==> config.mk <==
export PLATFORM = sky130hd
export DESIGN_NAME = fetch_sequencer
export DESIGN_NICKNAME = d
export VERILOG_FILES = /design/src/rtl/fetch_sequencer.sv
export SDC_FILE = /design/constraint.sdc
export NUM_CORES = 1
export LEC_CHECK = 0
export CAP_MARGIN = 20
export CORE_UTILIZATION = 42
export CTS_BUF_LIST = sky130_fd_sc_hd__clkbuf_4
export DETAILED_ROUTE_END_ITERATION = 10
export GPL_TIMING_DRIVEN = 0
export HOLD_SLACK_MARGIN = 0.15
export MAX_ROUTING_LAYER = met4
export PLACE_DENSITY = 0.88
export SLEW_MARGIN = 10
export SYNTH_ARGS = -nofsm -noshare
export SYNTH_HDL_FRONTEND = slang
export SYNTH_SLANG_ARGS = --single-unit
==> constraint.sdc <==
create_clock -name clk -period 4.8 [get_ports clk]
set_input_delay 0.72 -clock clk [delete_from_list [all_inputs] [get_ports clk]]
set_output_delay 0.72 -clock clk [all_outputs]
set_load 0.02 [all_outputs]
==> src/rtl/fetch_sequencer.sv <==
// Instruction-fetch controller: owns the PC, arbitrates IMEM between boot loader and fetch path.
// Optional issued-instruction counter enabled by defining FETCH_PERF_CNT_EN.
module fetch_sequencer #(
    parameter int          IMEM_DEPTH = 128,
    parameter logic [31:0] RESET_PC   = 32'h0000_0000,
    parameter logic [31:0] HALT_WORD  = 32'hFFFF_FFFF,
    localparam int         AW         = $clog2(IMEM_DEPTH)
) (
    input  logic          clk,
    input  logic          rst_n,
    input  logic          start,
    input  logic          ld_valid,
    output logic          ld_ready,
    input  logic [AW-1:0] ld_addr,
    input  logic [31:0]   ld_data,
    output logic [31:0]   imem_addr,
    output logic          imem_we,
    output logic [31:0]   imem_wdata,
    input  logic [31:0]   imem_rdata,
    input  logic          stall,
    input  logic          redirect,
    input  logic [31:0]   redirect_pc,
    output logic [31:0]   ir,
    output logic [31:0]   ir_pc,
    output logic          ir_valid,
    output logic          halted,
    output logic          fault,
    output logic [31:0]   fetch_count
);

    localparam logic [31:0] PC_MASK = 32'(4 * IMEM_DEPTH - 1);

    typedef enum logic [1:0] {
        ST_LOAD = 2'd0,
        ST_RUN  = 2'd1,
        ST_HALT = 2'd2
    } state_t;

    state_t      state_r, state_s;
    logic [31:0] pc_r, pc_s;
    logic [31:0] ir_r, ir_s;
    logic [31:0] ir_pc_r, ir_pc_s;
    logic        ir_valid_r, ir_valid_s;
    logic        fault_r, fault_s;

    // State and fetch-pipeline registers.
    always_ff @(posedge clk or negedge rst_n) begin
        if (!rst_n) begin
            state_r    <= ST_LOAD;
            pc_r       <= RESET_PC;
            ir_r       <= 32'h0000_0000;
            ir_pc_r    <= 32'h0000_0000;
            ir_valid_r <= 1'b0;
            fault_r    <= 1'b0;
        end else begin
            state_r    <= state_s;
            pc_r       <= pc_s;
            ir_r       <= ir_s;
            ir_pc_r    <= ir_pc_s;
            ir_valid_r <= ir_valid_s;
            fault_r    <= fault_s;
        end
    end

    // Next-state logic: redirect outranks stall, stall outranks halt detection.
    always_comb begin
        state_s    = state_r;
        pc_s       = pc_r;
        ir_s       = ir_r;
        ir_pc_s    = ir_pc_r;
        ir_valid_s = ir_valid_r;
        fault_s    = fault_r;
        case (state_r)
            ST_LOAD, ST_HALT: begin
                ir_valid_s = 1'b0;
                if (start) begin
                    state_s = ST_RUN;
                    pc_s    = RESET_PC;
                    fault_s = 1'b0;
                end else begin
                    state_s = state_r;
                end
            end
            ST_RUN: begin
                if (redirect) begin
                    ir_valid_s = 1'b0;
                    // Targets outside the memory or off word alignment are fatal.
                    if ((redirect_pc[1:0] != 2'b00) || (redirect_pc > PC_MASK)) begin
                        fault_s = 1'b1;
                        state_s = ST_HALT;
                    end else begin
                        pc_s = redirect_pc;
                    end
                end else if (stall) begin
                    ir_valid_s = ir_valid_r;
                end else if (imem_rdata == HALT_WORD) begin
                    ir_valid_s = 1'b0;
                    state_s    = ST_HALT;
                end else begin
                    ir_s       = imem_rdata;
                    ir_pc_s    = pc_r;
                    ir_valid_s = 1'b1;
                    pc_s       = (pc_r + 32'd4) & PC_MASK;
                end
            end
            default: begin
                state_s    = ST_LOAD;
                ir_valid_s = 1'b0;
            end
        endcase
    end

    // Memory port mux: loader owns it outside RUN, fetch path inside RUN.
    always_comb begin
        ld_ready   = 1'b1;
        imem_we    = 1'b0;
        imem_addr  = 32'h0000_0000;
        imem_wdata = 32'h0000_0000;
        if (state_r == ST_RUN) begin
            ld_ready  = 1'b0;
            imem_addr = {{(32-AW){1'b0}}, pc_r[AW+1:2]};
        end else begin
            ld_ready   = 1'b1;
            imem_we    = ld_valid;
            imem_addr  = {{(32-AW){1'b0}}, ld_addr};
            imem_wdata = ld_data;
        end
    end

    assign ir       = ir_r;
    assign ir_pc    = ir_pc_r;
    assign ir_valid = ir_valid_r;
    assign halted   = (state_r == ST_HALT);
    assign fault    = fault_r;

`ifdef FETCH_PERF_CNT_EN
    logic [31:0] fetch_count_r;

    // Counts instructions consumed by decode; cleared when a run is launched.
    always_ff @(posedge clk or negedge rst_n) begin
        if (!rst_n) begin
            fetch_count_r <= 32'h0000_0000;
        end else if (start && (state_r != ST_RUN)) begin
            fetch_count_r <= 32'h0000_0000;
        end else if (ir_valid_r && !stall) begin
            fetch_count_r <= fetch_count_r + 32'd1;
        end else begin
            fetch_count_r <= fetch_count_r;
        end
    end

    assign fetch_count = fetch_count_r;
`else
    assign fetch_count = 32'h0000_0000;
`endif

endmodule

==> impl_results.md <==
* Post-synthesis sequential area ratio at 52.7%
* GPL Wtd Cong at between 0.8 and 0.9
* Largest stage delay, worst path at around 0.63 ns
* Layout cells sized above 1 at 18.7%
* Worst Setup Path Type: register to primary output
* Initial core utilization at between 40% and 50%
* Post-CTS Setup Inserts at 0
* Tot Pwr at 2820 uW
* Combinational Power Share at approximately 45%
* Clock Tree Root: clkbuf_4
* EDFF count, synth at 0
* Final Hold Viols at 0
* Fin nets at 796
* Max Cap Viol at 0
* Via density at ~4.7
* Detailed-route DRC error count at 0
* Core area at 10,900 um^2
* Hold Path Class: input pin to asynchronous set/reset pin
* Io pins at between 200 and 300
* Syn. warnings at 0
* Slew Limit Headroom at 63.0%
* Slowest cell on crit path: clkdlybuf4s50_1
* Multi-input gate area at 1870 um^2
* Antenna viol nets, final at 0
* Sequential fraction of design power at between 30% and 40%
* CTS buffer count at 9
* Average size of a mapped cell at 11.8 um^2
* Longest Clk Path Bufs at 2
* CP cell instances: and2b_1 -> buf_4 -> inv_2 -> clkbuf_1 -> clkbuf_1 -> and2_1 -> clkdlybuf4s50_1
* Die H at 108 um
* #FFs+latches synth at 100
* Htree depth at 3
* Pwr Density at 378 nW/um^2
* Worst-path fanout max at 10
* Crit path time final at approximately 3.6 ns
* CTS tree: built
* Total number of vias at 3,895
* Clock Sinks at 100
* Synth cell types at 40
* Overall die width at 108 um
* CP required at between 4 and 5 ns
* Setup crit end kind: primary output
* Clk_skew at 0.0239 ns
* Vias in the first global route at just under 4,000
* Initial drt markers at 167
* Status: finished, final reports clean
* Fill count at around 830
* Hold Buf Count CTS at 0
* Initial DRT Pass Iterations at 4
* Setup violators final at 0
* CTS resizes at 0
* Reg clk slew, reported paths at 0.16 ns
* Seq. cell area at 2500 um^2
* Most frequent CP cell: clkbuf_1
* Cell Area, Synth at 4750 um^2
* Full die area at approximately 12,000 um^2
* Internal at 1810 uW
* Initial antenna violation count at 1
* GRT overflow at 0
* Main synth FF type: dfrtp_1
* Worst EP arrival at 2.90 ns
* Top achievable clock speed at 277 MHz
* Worst-Skew Late Latency at about 0.45 ns
* Synth Instances at 402
* Global Route Usage Sum at 23.6%
* Worst Tran Pin Value at between 0.5 and 0.6 ns
* First-pass GRT wire length at slightly above 20,000 um
* Setup repair after global routing missed its margin: no
* Clk pwr share at 15.7%
* Max IR drop VDD at 0.259 mV
* Tcrit/Tclk final at 75.3%
* Final Max Tran Viols at 0
* Post-Route WL at 13,600 um
* Async S/R FF share, synth at 100%
* Sw frac at 35.7%
* Area grow syn2layout at 57.3%
* Hold Slack at 0.182 ns
* LEAKAGE at ~0.0036 uW
* Row count at 38
* Category of the worst setup path launch point: register
* Hpwl dp at 10,800 um
* Switching Power at 1010 uW
* IO Port Bufs at 216
* Largest net degree at the start of global routing at 70
* Routed length per placed instance at 16.3 um
## state kept, by name, indices dropped and copies added (netlist names)
name      flops
ir_pc        32
state_r       2
ir_valid      1
ir           32
fault         1
pc_r         32
## Yosys cell counts (5+ instances only)
library cell	number	area share, %
nor2_1	8	0.63
inv_1	6	0.47
dfrtp_1	100	53
clkbuf_1	8	0.63
buf_4	64	10
nor4_1	5	0.66
nand4_1	9	1.2
nand3_1	6	0.63
and3_1	27	3.6
and2_1	35	4.6
mux2_1	22	5.2
o21ai_0	8	0.84
mux2_2	38	9.0
nand2_1	18	1.4
## placed cells by master, fill, tap and decap left out, types with 2 or more instances in the layout
cell and count:
buf_1 2, nand4_1 9, nand3_1 6, o211ai_1 2
buf_4 65, a21oi_1 3, inv_1 6, mux2_1 22
clkinv_2 2, nor4_4 2, diode_2 3, a32oi_1 3
o311ai_1 2, conb_1 57, clkdlybuf4s50_1 215, mux2_2 38
and2_1 35, clkbuf_1 8, o21ai_1 4, o32ai_1 3
nand2_1 18, buf_6 2, o21ai_0 8, and3_1 27
o31ai_1 2, nor4_1 5, nor3_1 4, inv_6 2
clkbuf_4 9, a22oi_1 3, nor2_1 8, buf_2 3
dfrtp_1 100
## layout make-up
cell class                 instances  share of cell area [%]
sequential                       100                    33.5
timing repair buffer             217                    29.3
multi-input combinational        272                    25.1
buffer                            79                    7.44
tap                              140                    2.35
clock inverter                     7                   0.972
clock buffer                       9                   0.905
inverter                           7                   0.352
antenna                            3                   0.101
## stage by stage
step | setup TNS (ns) | worst slack (ns) | instances | utilization, % | area (um^2)
3_3_place_gp | -42.10 | -0.428 | 814 | 66.7 | 7290
4_1_cts | 0 | 1.15 | 831 | 68.2 | 7460
2_1_floorplan | 0 | 2.32 | 458 | - | 4960
6_report | 0 | 1.18 | 834 | 68.3 | 7470
3_5_place_dp | 0 | 1.65 | 815 | 66.9 | 7320
5_1_grt | 0 | 0.949 | 832 | 68.2 | 7460
## power by group through the flow
stage | Clock (uW) | Combinational (uW) | Sequential [uW]
2_1_floorplan | 0 | 438 | 1310
5_1_grt | 490 | 1350 | 1140
6_report | 443 | 1270 | 1110
3_3_place_gp | 0 | 1240 | 1120
3_5_place_dp | 0 | 1270 | 1130
4_1_cts | 457 | 1270 | 1110
## path summary, 6_finish.rpt
path                                         from               endpoint  slack [ns]  cells past startpoint
max                        state_r[0]$_DFFE_PN0P_          imem_wdata[0]        1.18                      7
min                                         rst_n  ir_pc[16]$_DFFE_PN0P_        0.18                      1
max reg2reg                state_r[1]$_DFFE_PN0P_    pc_r[5]$_DFFE_PN0P_        2.80                      7
min reg2reg                   pc_r[0]$_DFFE_PN0P_    pc_r[0]$_DFFE_PN0P_        0.50                      1
max in group asynchronous                   rst_n   ir_pc[8]$_DFFE_PN0P_        3.93                      2
min in group clk              pc_r[0]$_DFFE_PN0P_    pc_r[0]$_DFFE_PN0P_        0.50                      1
## cells by family after synthesis
group           synth area share, %
simple gates                   14.6
flops                          52.7
buf+inv                        12.3
mux                            14.4
compound gates                 5.61
fa+ha+maj                     0.264
other cells                  0.0790
## metal layers
metal | track usage (%) | vias up | wire length (um)
li1 | - | 1861 | -
met1 | 31.2 | 1876 | 5740
met2 | 36.9 | 147 | 6670
met3 | 6.09 | 11 | 1140
met4 | 4.44 | 0 | 77
met5 | - | - | 0
## worst max-delay path: cells and delay by family (launching register included)
kind / cells / cell delay (ns)
AND/OR/NAND/NOR: 2 / 0.36
buffers and inverters: 5 / 1.67
flip-flops: 1 / 0.43
No activity file was read; power rests on OpenSTA's default activity.
